$ cat src/rtl/mem_access_unit.sv
// Req/ack bus master for instruction fetch and load/store; holds the stage counter via 'blocked'.
// Define MEM_TIMEOUT_EN to abort transactions that see no ack within TIMEOUT_CYCLES wait cycles.
module mem_access_unit #(
    parameter int ADDR_WIDTH     = 32,
    parameter int TIMEOUT_CYCLES = 15
) (
    input  logic                  clk,
    input  logic                  rst,
    input  logic                  start_fetch,
    input  logic                  start_memory,
    input  logic [ADDR_WIDTH-1:0] pc,
    input  logic [ADDR_WIDTH-1:0] mem_addr,
    input  logic                  mem_re,
    input  logic                  mem_we,
    input  logic [2:0]            mem_funct3,
    input  logic [31:0]           mem_wdata,
    output logic                  blocked,
    output logic                  bus_req,
    output logic                  bus_we,
    output logic [ADDR_WIDTH-1:0] bus_addr,
    output logic [3:0]            bus_be,
    output logic [31:0]           bus_wdata,
    input  logic                  bus_ack,
    input  logic [31:0]           bus_rdata,
    output logic [31:0]           instr,
    output logic [31:0]           load_data,
    output logic                  misaligned,
    output logic                  bus_error
);

    typedef enum logic [1:0] {IDLE = 2'd0, FETCH = 2'd1, MEM = 2'd2} state_t;

    state_t                state_q, state_d;
    logic                  bus_req_q, bus_req_d;
    logic                  bus_we_q, bus_we_d;
    logic [ADDR_WIDTH-1:0] bus_addr_q, bus_addr_d;
    logic [3:0]            bus_be_q, bus_be_d;
    logic [31:0]           bus_wdata_q, bus_wdata_d;
    logic [31:0]           instr_q, instr_d;
    logic [31:0]           load_data_q, load_data_d;
    logic                  misaligned_q, misaligned_d;
    logic [2:0]            op_f3_q, op_f3_d;
    logic [1:0]            op_off_q, op_off_d;
    logic                  pending_q, pending_d;
    logic [ADDR_WIDTH-1:0] pend_addr_q, pend_addr_d;
    logic [2:0]            pend_f3_q, pend_f3_d;
    logic [31:0]           pend_wdata_q, pend_wdata_d;
    logic                  pend_we_q, pend_we_d;

    logic [ADDR_WIDTH-1:0] req_addr;
    logic [2:0]            req_f3;
    logic [31:0]           req_wdata, req_lanes, lane, load_ext;
    logic                  req_we, req_aligned, mem_valid, mem_go;
    logic [3:0]            req_be;

`ifdef MEM_TIMEOUT_EN
    localparam logic [3:0] WAIT_LIMIT = 4'(TIMEOUT_CYCLES - 1);
    logic [3:0] wait_q, wait_d;
    logic       bus_error_q, bus_error_d;
`endif

    // A latched request waiting behind a fetch takes the place of the live inputs.
    assign req_addr  = pending_q ? pend_addr_q  : mem_addr;
    assign req_f3    = pending_q ? pend_f3_q    : mem_funct3;
    assign req_wdata = pending_q ? pend_wdata_q : mem_wdata;
    assign req_we    = pending_q ? pend_we_q    : mem_we;
    assign mem_valid = mem_re | mem_we;

    always_comb begin
        req_aligned = 1'b1;
        req_be      = 4'hF;
        req_lanes   = req_wdata;
        case (req_f3[1:0])
            2'b00: begin
                req_be    = 4'b0001 << req_addr[1:0];
                req_lanes = {4{req_wdata[7:0]}};
            end
            2'b01: begin
                req_aligned = ~req_addr[0];
                req_be      = 4'b0011 << req_addr[1:0];
                req_lanes   = {2{req_wdata[15:0]}};
            end
            default: req_aligned = (req_addr[1:0] == 2'b00);
        endcase
    end

    always_comb begin
        lane     = bus_rdata >> {op_off_q, 3'b000};
        load_ext = lane;
        case (op_f3_q)
            3'b000:  load_ext = {{24{lane[7]}}, lane[7:0]};
            3'b001:  load_ext = {{16{lane[15]}}, lane[15:0]};
            3'b100:  load_ext = {24'b0, lane[7:0]};
            3'b101:  load_ext = {16'b0, lane[15:0]};
            default: load_ext = lane;
        endcase
    end

    assign blocked = (state_q != IDLE) | pending_q | start_fetch
                   | (start_memory & mem_valid & req_aligned);
    assign mem_go  = pending_q | (start_memory & mem_valid & req_aligned & ~start_fetch);

    always_comb begin
        state_d      = state_q;
        bus_req_d    = bus_req_q;
        bus_we_d     = bus_we_q;
        bus_addr_d   = bus_addr_q;
        bus_be_d     = bus_be_q;
        bus_wdata_d  = bus_wdata_q;
        instr_d      = instr_q;
        load_data_d  = load_data_q;
        misaligned_d = 1'b0;
        op_f3_d      = op_f3_q;
        op_off_d     = op_off_q;
        pending_d    = pending_q;
        pend_addr_d  = pend_addr_q;
        pend_f3_d    = pend_f3_q;
        pend_wdata_d = pend_wdata_q;
        pend_we_d    = pend_we_q;
`ifdef MEM_TIMEOUT_EN
        wait_d      = wait_q;
        bus_error_d = 1'b0;
`endif
        case (state_q)
            IDLE: begin
                if (mem_go) begin
                    state_d     = MEM;
                    bus_req_d   = 1'b1;
                    bus_we_d    = req_we;
                    bus_addr_d  = {req_addr[ADDR_WIDTH-1:2], 2'b00};
                    bus_be_d    = req_be;
                    bus_wdata_d = req_lanes;
                    op_f3_d     = req_f3;
                    op_off_d    = req_addr[1:0];
                    pending_d   = 1'b0;
`ifdef MEM_TIMEOUT_EN
                    wait_d = 4'd0;
`endif
                end else if (start_fetch) begin
                    state_d      = FETCH;
                    bus_req_d    = 1'b1;
                    bus_we_d     = 1'b0;
                    bus_addr_d   = {pc[ADDR_WIDTH-1:2], 2'b00};
                    bus_be_d     = 4'hF;
                    pending_d    = start_memory & mem_valid & req_aligned;
                    pend_addr_d  = mem_addr;
                    pend_f3_d    = mem_funct3;
                    pend_wdata_d = mem_wdata;
                    pend_we_d    = mem_we;
`ifdef MEM_TIMEOUT_EN
                    wait_d = 4'd0;
`endif
                end
                if (!pending_q && start_memory && mem_valid && !req_aligned) begin
                    misaligned_d = 1'b1;
                end
            end
            FETCH, MEM: begin
                if (bus_ack) begin
                    state_d   = IDLE;
                    bus_req_d = 1'b0;
                    if (state_q == FETCH) begin
                        instr_d = bus_rdata;
                    end else if (!bus_we_q) begin
                        load_data_d = load_ext;
                    end
                end
`ifdef MEM_TIMEOUT_EN
                else if (wait_q == WAIT_LIMIT) begin
                    state_d     = IDLE;
                    bus_req_d   = 1'b0;
                    bus_error_d = 1'b1;
                    pending_d   = 1'b0;
                end else begin
                    wait_d = wait_q + 4'd1;
                end
`endif
            end
            default: state_d = IDLE;
        endcase
    end

    always_ff @(posedge clk or negedge rst) begin
        if (!rst) begin
            state_q      <= IDLE;
            bus_req_q    <= 1'b0;
            bus_we_q     <= 1'b0;
            bus_addr_q   <= '0;
            bus_be_q     <= 4'h0;
            bus_wdata_q  <= 32'h0;
            instr_q      <= 32'h0;
            load_data_q  <= 32'h0;
            misaligned_q <= 1'b0;
            op_f3_q      <= 3'b0;
            op_off_q     <= 2'b0;
            pending_q    <= 1'b0;
            pend_addr_q  <= '0;
            pend_f3_q    <= 3'b0;
            pend_wdata_q <= 32'h0;
            pend_we_q    <= 1'b0;
`ifdef MEM_TIMEOUT_EN
            wait_q      <= 4'd0;
            bus_error_q <= 1'b0;
`endif
        end else begin
            state_q      <= state_d;
            bus_req_q    <= bus_req_d;
            bus_we_q     <= bus_we_d;
            bus_addr_q   <= bus_addr_d;
            bus_be_q     <= bus_be_d;
            bus_wdata_q  <= bus_wdata_d;
            instr_q      <= instr_d;
            load_data_q  <= load_data_d;
            misaligned_q <= misaligned_d;
            op_f3_q      <= op_f3_d;
            op_off_q     <= op_off_d;
            pending_q    <= pending_d;
            pend_addr_q  <= pend_addr_d;
            pend_f3_q    <= pend_f3_d;
            pend_wdata_q <= pend_wdata_d;
            pend_we_q    <= pend_we_d;
`ifdef MEM_TIMEOUT_EN
            wait_q      <= wait_d;
            bus_error_q <= bus_error_d;
`endif
        end
    end

    assign bus_req    = bus_req_q;
    assign bus_we     = bus_we_q;
    assign bus_addr   = bus_addr_q;
    assign bus_be     = bus_be_q;
    assign bus_wdata  = bus_wdata_q;
    assign instr      = instr_q;
    assign load_data  = load_data_q;
    assign misaligned = misaligned_q;
`ifdef MEM_TIMEOUT_EN
    assign bus_error  = bus_error_q;
`else
    assign bus_error  = 1'b0;
`endif

endmodule
$ cat config.mk
export PLATFORM = sky130hd
export DESIGN_NAME = mem_access_unit
export DESIGN_NICKNAME = d
export VERILOG_FILES = /design/src/rtl/mem_access_unit.sv
export SDC_FILE = /design/constraint.sdc
export NUM_CORES = 1
export LEC_CHECK = 0
export ABC_AREA = 1
export CAP_MARGIN = 25
export CORE_MARGIN = 8
export CORE_UTILIZATION = 52
export CTS_CLUSTER_SIZE = 20
export DETAILED_ROUTE_END_ITERATION = 10
export MAX_ROUTING_LAYER = met4
export PLACE_DENSITY = 0.91
export SLEW_MARGIN = 15
export SYNTH_ARGS = -nofsm -noshare
export SYNTH_HDL_FRONTEND = slang
export SYNTH_SLANG_ARGS = --single-unit
$ cat constraint.sdc
create_clock -name clk -period 4.7 [get_ports clk]
set_input_delay 1.41 -clock clk [delete_from_list [all_inputs] [get_ports clk]]
set_output_delay 1.41 -clock clk [all_outputs]
set_load 0.05 [all_outputs]
==> After elaboration in Yosys (flattened, before gate mapping) <==
Cells that the tools add are included.
{ "word_totals": {"mem_bits_ro": 0, "latchBits": 0, "mem_bits_rw": 0, "n_memories": 0, "input_bits": 138, "regBits": 211, "elab_cells": 86} }
{ "classes": {"bitwise_logic": 13, "shift": 3, "n_reduce_logical": 20, "mux": 26, "magnitude_cmp": 0, "div": 0, "n_mul": 0, "add_sub_neg": 0, "eq_ne": 8} }
{ "op_table": {"columns": ["cell", "count"], "rows": [
  ["two-way mux 32 bit", 4],
  ["case mux 32 bit (4 select lines)", 1],
  ["case mux 32 bit (2 select lines)", 1],
  ["right shift 32 x 5 -> 32 bit", 1],
  ["two-way mux 1 bit", 10],
  ["AND reduction 3 bit", 3],
  ["two-way mux 4 bit", 2],
  ["case mux 4 bit (2 select lines)", 1],
  ["equality test 3 bit, second input constant", 2],
  ["zero test 2 bit", 3],
  ["two-way mux 2 bit", 3],
  ["AND reduction 2 bit", 3],
  ["nonzero test 2 bit", 3],
  ["inverter 1 bit", 5],
  ["bitwise OR 1 bit", 5],
  ["equality test 2 x 1 -> 1 bit, second input constant", 2],
  ["case mux 1 bit (2 select lines)", 2],
  ["case mux 2 bit (2 select lines)", 1],
  ["AND reduction 4 bit", 1],
  ["<< shifter 1 x 2 -> 4 bit, first input constant", 1],
  ["<< shifter 2 x 2 -> 4 bit, first input constant", 1],
  ["bitwise AND 1 bit", 3],
  ["equality test 3 x 1 -> 1 bit, second input constant", 1],
  ["logical AND 1 bit", 3],
  ["other kinds (7)", 8]
]} }

==> Logic depth before layout (Yosys ltp) <==
Gate-level depths: netlist of run 1.
{ "depth": {"depth_word": 8, "depth_mapped": 12, "depth_no_buf": 11} }

==> Least setup slack after synthesis of run 1 <==
Ideal clock, no wire load.
{ "synth_path": {"path_kind": "input to output", "start": "input mem_funct3[0]", "end": "output blocked", "cell_stages": 5, "arrival_time_ns": 2.330, "n_path_buf": 0, "slack_ns": 0.960, "t_required_ns": 3.290, "path_cell_list": "inv_1 -> o21ai_1 -> nand2_2 -> nand3_2 -> nand3_1"} }
{ "synth_via": {"elab_chain_len": 5, "word_cells_on_any_way": 6} }
{ "synth_rtl": {"columns": ["item", "line", "rtl"], "rows": [
  ["from (decl)", "15", "input logic [2:0] mem_funct3,"],
  ["two-way mux 3 bit (*)", "64", "assign req_f3 = pending_q ? pend_f3_q : mem_funct3;"],
  ["equality test 2 x 1 -> 1 bit / zero test 2 bit (equally long branches)", "73", "case (req_f3[1:0])"],
  ["case mux 1 bit (2 select lines) (*)", "73", null],
  ["bitwise AND 1 bit (*)", "100", "| (start_memory & mem_valid & req_aligned);"],
  ["bitwise OR 1 bit (*)", "100", null],
  ["to (decl)", "17", "output logic blocked,"]
]} }
Every way passes the cells marked *; elsewhere a longest branch is shown, timed or not.

==> Worst setup path in the final report of run 1 <==
{ "layout_path": {"start": "input mem_addr[0]", "end": "output blocked"} }
{ "layout_via": {"elab_chain_len": 5, "word_cells_on_any_way": 6} }
{ "layout_rtl": {"columns": ["item", "line", "rtl"], "rows": [
  ["from (decl)", "12", "input logic [ADDR_WIDTH-1:0] mem_addr,"],
  ["two-way mux 32 bit (*)", "63", "assign req_addr = pending_q ? pend_addr_q : mem_addr;"],
  ["zero test 2 bit / inverter 1 bit (equally long branches)", "83, 79", null],
  ["case mux 1 bit (2 select lines) (*)", "73", null],
  ["bitwise AND 1 bit (*)", "100", null],
  ["bitwise OR 1 bit (*)", "100", null]
]} }
Marked as above.

==> results of run 1 <==
-- state kept, by name (all words and copies together), names as in the netlist --
| name | flops |
|---|---|
| op_f3_q | 3 |
| bus_we | 1 |
| pend_f3_q | 3 |
| bus_wdata | 32 |
| pend_wdata_q | 32 |
| bus_be | 4 |
| pend_we_q | 1 |
| pend_addr_q | 32 |
| op_off_q | 2 |
| instr | 32 |
| load_data | 32 |
| bus_req | 1 |
| state_q | 2 |
| bus_addr | 30 |
| pending_q | 1 |
| misaligned | 1 |
-- per-layer routing --
layer	wire length, um	track usage, %
met1	12600	32.2
met2	15100	42.2
met3	2580	4.74
met4	1670	13.8
met5	0	-
-- synth_stat cells (all sizes together) --
cell type  count
a21oi         13
buf           37
clkbuf        45
conb           1
dfrtp        209
ha             2
inv          158
mux2           5
nand2        432
nand3         64
nand3b         1
nand4          1
nor2          32
nor3           1
o211ai        14
o21a           4
o21ai        198
o22ai         65
o31ai          1
-- worst max-delay path: cells and delay by family --
family	cells	cell delay, ns
and+or+nand+nor	6	0.71
buffers and inverters	3	0.73
-- worst max path at each step --
stage,to,startpoint,slack [ns]
floorplan,blocked,mem_funct3[0],0.96
global placement,blocked,mem_funct3[0],0.50
detailed placement,blocked,mem_addr[0],0.47
CTS,blocked,mem_addr[0],0.46
global route,blocked,mem_addr[1],0.30
finish,blocked,mem_addr[0],0.43
-- cells by family (layout without fill, tap and decap cells) --
| family | count (synthesis) | count (layout) | synth area share [%] |
|---|---|---|---|
| compound gates | 295 | 295 | 16.1 |
| fa+ha+maj | 2 | 2 | 0.250 |
| buf+inv | 240 | 484 | 9.62 |
| flops | 209 | 209 | 52.3 |
| mux | 5 | 5 | 0.563 |
| other cells | 1 | 4 | 0.0375 |
| simple gates | 531 | 531 | 21.1 |
-- cell type report --
class | instances | share of cell area, %
diodes | 1 | 0.0184
clock buffers | 36 | 5.12
clock inverters | 4 | 0.544
inverters | 158 | 4.38
multi-input cells | 836 | 28.2
flip-flops and latches | 209 | 38.5
well taps | 234 | 2.16
repair buffers | 286 | 21.1
-- report_power, final --
| group | switching [mW] | leakage, nW | internal (mW) |
|---|---|---|---|
| sequential | 0.482 | 2.57 | 2.68 |
| clock | 0.712 | 0.378 | 1.12 |
| combinational | 4.31 | 3.63 | 1.91 |
-- stage by stage --
stage	std cells	util, %	total power, mW
final	1764	72.3	11.2
after global routing	1764	72.3	11.8
after CTS	1763	72.3	11.2
after detailed placement	1723	68.2	9.35
after global placement	1723	68.2	9.15
after floorplan	1285	-	7.27
==> impl_metrics.tcl, run 1 <==
set metrics [dict create \
    cp_slowest_cell "clkdlybuf4s50_1" \
    grt_pass1_wl_um 50200 \
    timing.rr.start "pending_q" \
    drt_iter0_markers 740 \
    power.density_mw_per_mm2 826 \
    whs_ns 0.474 \
    place_ws_ns 0.468 \
    crit_path_frequent_cell "nand2_1" \
    r2r_end "bus_addr[21]" \
    cts_tree "done" \
    hold_buffers 0 \
    vias 9773 \
    cts_max_path_buffers 3 \
    rows 50 \
    whs_endpoint "bus_be[1]" \
    grtUsageTotal_pct 26.6 \
    multi_input_area_sq_mm 0.00382 \
    drc 0 \
    antenna_found_initial 1 \
    regArea_sq_mm 0.00523 \
    fill_cells 1341 \
    die_area_sq_mm 0.0239 \
    final_common_cell "nand2_1" \
    cts_setup_buffers 0 \
    period_minus_slack_ns 4.27 \
    yosysTopAreaCell "dfrtp_1" \
    grt_max_degree 111 \
    place_area_sq_mm 0.0128 \
    start_kind "input port" \
    post_cts_resized 0 \
    area_delta_synth_final_pct 35.8 \
    cts.sinks 209 \
    h-tree-depth 1 \
    layout_common_cells "nand2_1, clkdlybuf4s50_1, dfrtp_1" \
    io_buffers 269 \
    slew_violations 0 \
    wl_per_cell_um 18.1 \
    worstSetupEndpointType "output pin" \
    final_layout_size_suffix_gt1_share_pct 4.71 \
    yosys_warnings 0 \
    ys_ff_latch 209 \
    setup_violations 0 \
    cp_max_fo 4 \
    gp_congestion 0.975 \
    clkTransAtPathRegs_ns 0.06 \
    synth_area_leaders "dfrtp_1, nand2_1, o21ai_0" \
    routed_wl_um 31900 \
    critPathMaxStageDelay_ns 0.41 \
    hp-class "reg2reg" \
    hp-start "bus_be[1]" \
    clock-root-buffer "clkbuf_16" \
    dieWidth_um 155 \
    fmax_mhz 234 \
    die-height_um 155 \
    max_slew.worst_pin.slew_ns 0.957 \
    viasPerCell 5.54 \
    grt.overflow.total 0 \
    syn_inst 1283 \
    synth_top_area_share_pct 52.3 \
    tns_ns 0 \
    syn-cell-area_sq_mm 0.00999 \
    synth_seq_area_share_pct 52.3 \
    syn_avg_cell_area_sq_um 7.79 \
    core-area_sq_mm 0.0188 \
    fin_area_sq_mm 0.0136 \
    rrSetupSlack_ns 1.62 \
    path_cells "clkdlybuf4s50_1 > inv_1 > nand2_1 > nand2_1 > nand2_1 > nand2_1 > nand3_2 > nand3_1 > buf_4" \
    path_class "in2out" \
    period_share_pct 90.9 \
    io_pins 275 \
    postRouteAntennaNets 0 \
    clk_latency_ns 0.51 \
    min_path_cells 2 \
    fin_skew_ns 0.0120 \
    rsz0062_at_grt "false" \
    slew_headroom_pct 35.9 \
    grt_pass1_vias 9643 \
    drt_pass1_iterations 7 \
    cellLeakagePower_nw 6.58 \
    status "finished, final reports clean" \
    nets 1654 \
    crit_required_ns 3.29 \
    worst_slack_ns 0.426 \
    hpwl_um 22300 \
    ir_worst_vdd_mv 0.466 \
    cts_buffers 23 \
    arrival_ns 2.86 \
    synth_cell_types 27 \
    reg2reg_depth 8 \
    max_cap_viol_count 0 \
    start_util_pct 53.2 \
    hold_violations 0 \
]
Note: power is estimated with default switching activity, not from simulation.
==> run 2, diff against run 1 <==
- clock period: 4.7 -> 4.96 ns (I/O delays scaled with it)
==> run 2 against run 1 <==
Power fell by 5.5%. Cell count rose by 0.11%. Setup slack improved by 0.094 ns. Non-clock buffer count rose by 1. Sequential share of layout area barely moved. Combinational power fell by 5.5%. Count of clock-buffer cells in the layout fell by 2. Clock skew rose by 0.0050 ns. Largest power group unchanged.
==> impl_metrics.tcl, run 2 (synthesis gave the netlist of run 1 again) <==
set metrics [dict create \
    core-area_sq_mm 0.0188 \
    grt_pass1_wl_um 49900 \
    start_kind "input port" \
    hold_violations 0 \
    placed_cells 1723 \
    fmax_mhz 225 \
    io_buffers 269 \
    rows 50 \
    die_area_sq_mm 0.0239 \
    post_cts_resized 0 \
    start_util_pct 53.2 \
    clkTransAtPathRegs_ns 0.06 \
    status "finished, final reports clean" \
    routed_wl_um 31900 \
    nets 1655 \
    grtUsageTotal_pct 26.6 \
    hpwl_um 22300 \
    final_layout_size_suffix_gt1_share_pct 5.03 \
    max_slew.worst_pin.slew_ns 0.974 \
    io_pins 275 \
    slew_violations 0 \
    cts_buffers 23 \
    path_class "in2out" \
    final_util_pct 72.3 \
    arrival_ns 2.95 \
    ir_worst_vdd_mv 0.540 \
    cts_tree "done" \
    hp-class "reg2reg" \
    layout_common_cells "nand2_1, clkdlybuf4s50_1, dfrtp_1" \
    area_delta_synth_final_pct 35.7 \
    postRouteAntennaNets 0 \
    viasPerCell 5.50 \
    setup_violations 0 \
    die-height_um 155 \
    dieWidth_um 155 \
    regArea_sq_mm 0.00523 \
    max_cap_viol_count 0 \
    grt_pass1_vias 9351 \
    multi_input_area_sq_mm 0.00382 \
    slew_headroom_pct 34.8 \
    wl_per_cell_um 18.1 \
    fin_skew_ns 0.0171 \
    hold_buffers 0 \
    grt_max_degree 105 \
    vias 9716 \
    worst_slack_ns 0.520 \
    final_common_cell "nand2_1" \
    gp_congestion 0.940 \
    whs_ns 0.476 \
    fill_cells 1382 \
    h-tree-depth 1 \
    clock-root-buffer "clkbuf_16" \
    fin_cells 1766 \
    place_ws_ns 0.536 \
    drc 0 \
    worstSetupEndpointType "output pin" \
    tns_ns 0 \
    cts_setup_buffers 0 \
    grt.overflow.total 0 \
    power.density_mw_per_mm2 781 \
    rsz0062_at_grt "false" \
    period_share_pct 89.5 \
    antenna_found_initial 0 \
    cts_max_path_buffers 3 \
    cellLeakagePower_nw 6.58 \
    crit_required_ns 3.47 \
    drt_iter0_markers 897 \
    cp_max_fo 4 \
    period_minus_slack_ns 4.44 \
    cts.sinks 209 \
    clk_latency_ns 0.50 \
    drt_pass1_iterations 5 \
]
==> run 2: metrics by stage <==
step / area, sq um / power [mW]
2_1_floorplan: 10000 / 6.89
3_3_place_gp: 12800 / 8.67
3_5_place_dp: 12800 / 8.84
4_1_cts: 13500 / 10.6
5_1_grt: 13600 / 11.2
6_report: 13600 / 10.6
==> run 2: worst paths after layout <==
check | startpoint | end | slack (ns) | cells past startpoint
setup / recovery | mem_addr[0] | blocked | 0.52 | 9
hold / removal | bus_wdata[20] | bus_wdata[20] | 0.48 | 2
setup reg to reg | pending_q | bus_addr[24] | 1.76 | 9
hold reg to reg | bus_wdata[20] | bus_wdata[20] | 0.48 | 2
max in group asynchronous | rst | bus_wdata[17] | 2.72 | 2
min in group asynchronous | rst | load_data[12] | 1.06 | 1
==> run 2: metal layers <==
metal / global-route usage (%) / vias to the layer above / routed length, um
met5: - / - / 0
met4: 12.3 / 0 / 1430
met3: 4.71 / 89 / 2640
met2: 42.5 / 483 / 15300
met1: 32.5 / 4578 / 12600
li1: - / 4566 / -
==> run 2: area by class of cell <==
cell class	instances	share of cell area [%]
Sequential cell	209	38.6
Multi-Input combinational cell	836	28.2
Timing Repair Buffer	287	21.0
Clock buffer	34	5.14
Inverter	158	4.38
Tap cell	234	2.16
Clock inverter	7	0.489
Antenna cell	1	0.0185
==> run 2: power breakdown <==
| part | leakage [nW] | internal, mW | switching [mW] |
|---|---|---|---|
| combinational | 3.63 | 1.81 | 4.06 |
| clock | 0.379 | 1.02 | 0.689 |
| sequential | 2.57 | 2.54 | 0.466 |
| total | 6.58 | 5.38 | 5.22 |
==> run 2: critical path, cell delays in order <==
cell and delay [ns]:
clkdlybuf4s50_1 0.42, inv_1 0.08, nand2_1 0.05, nand2_1 0.16, nand2_1 0.10, nand2_1 0.14
nand3_2 0.10, nand3_1 0.15, buf_4 0.24
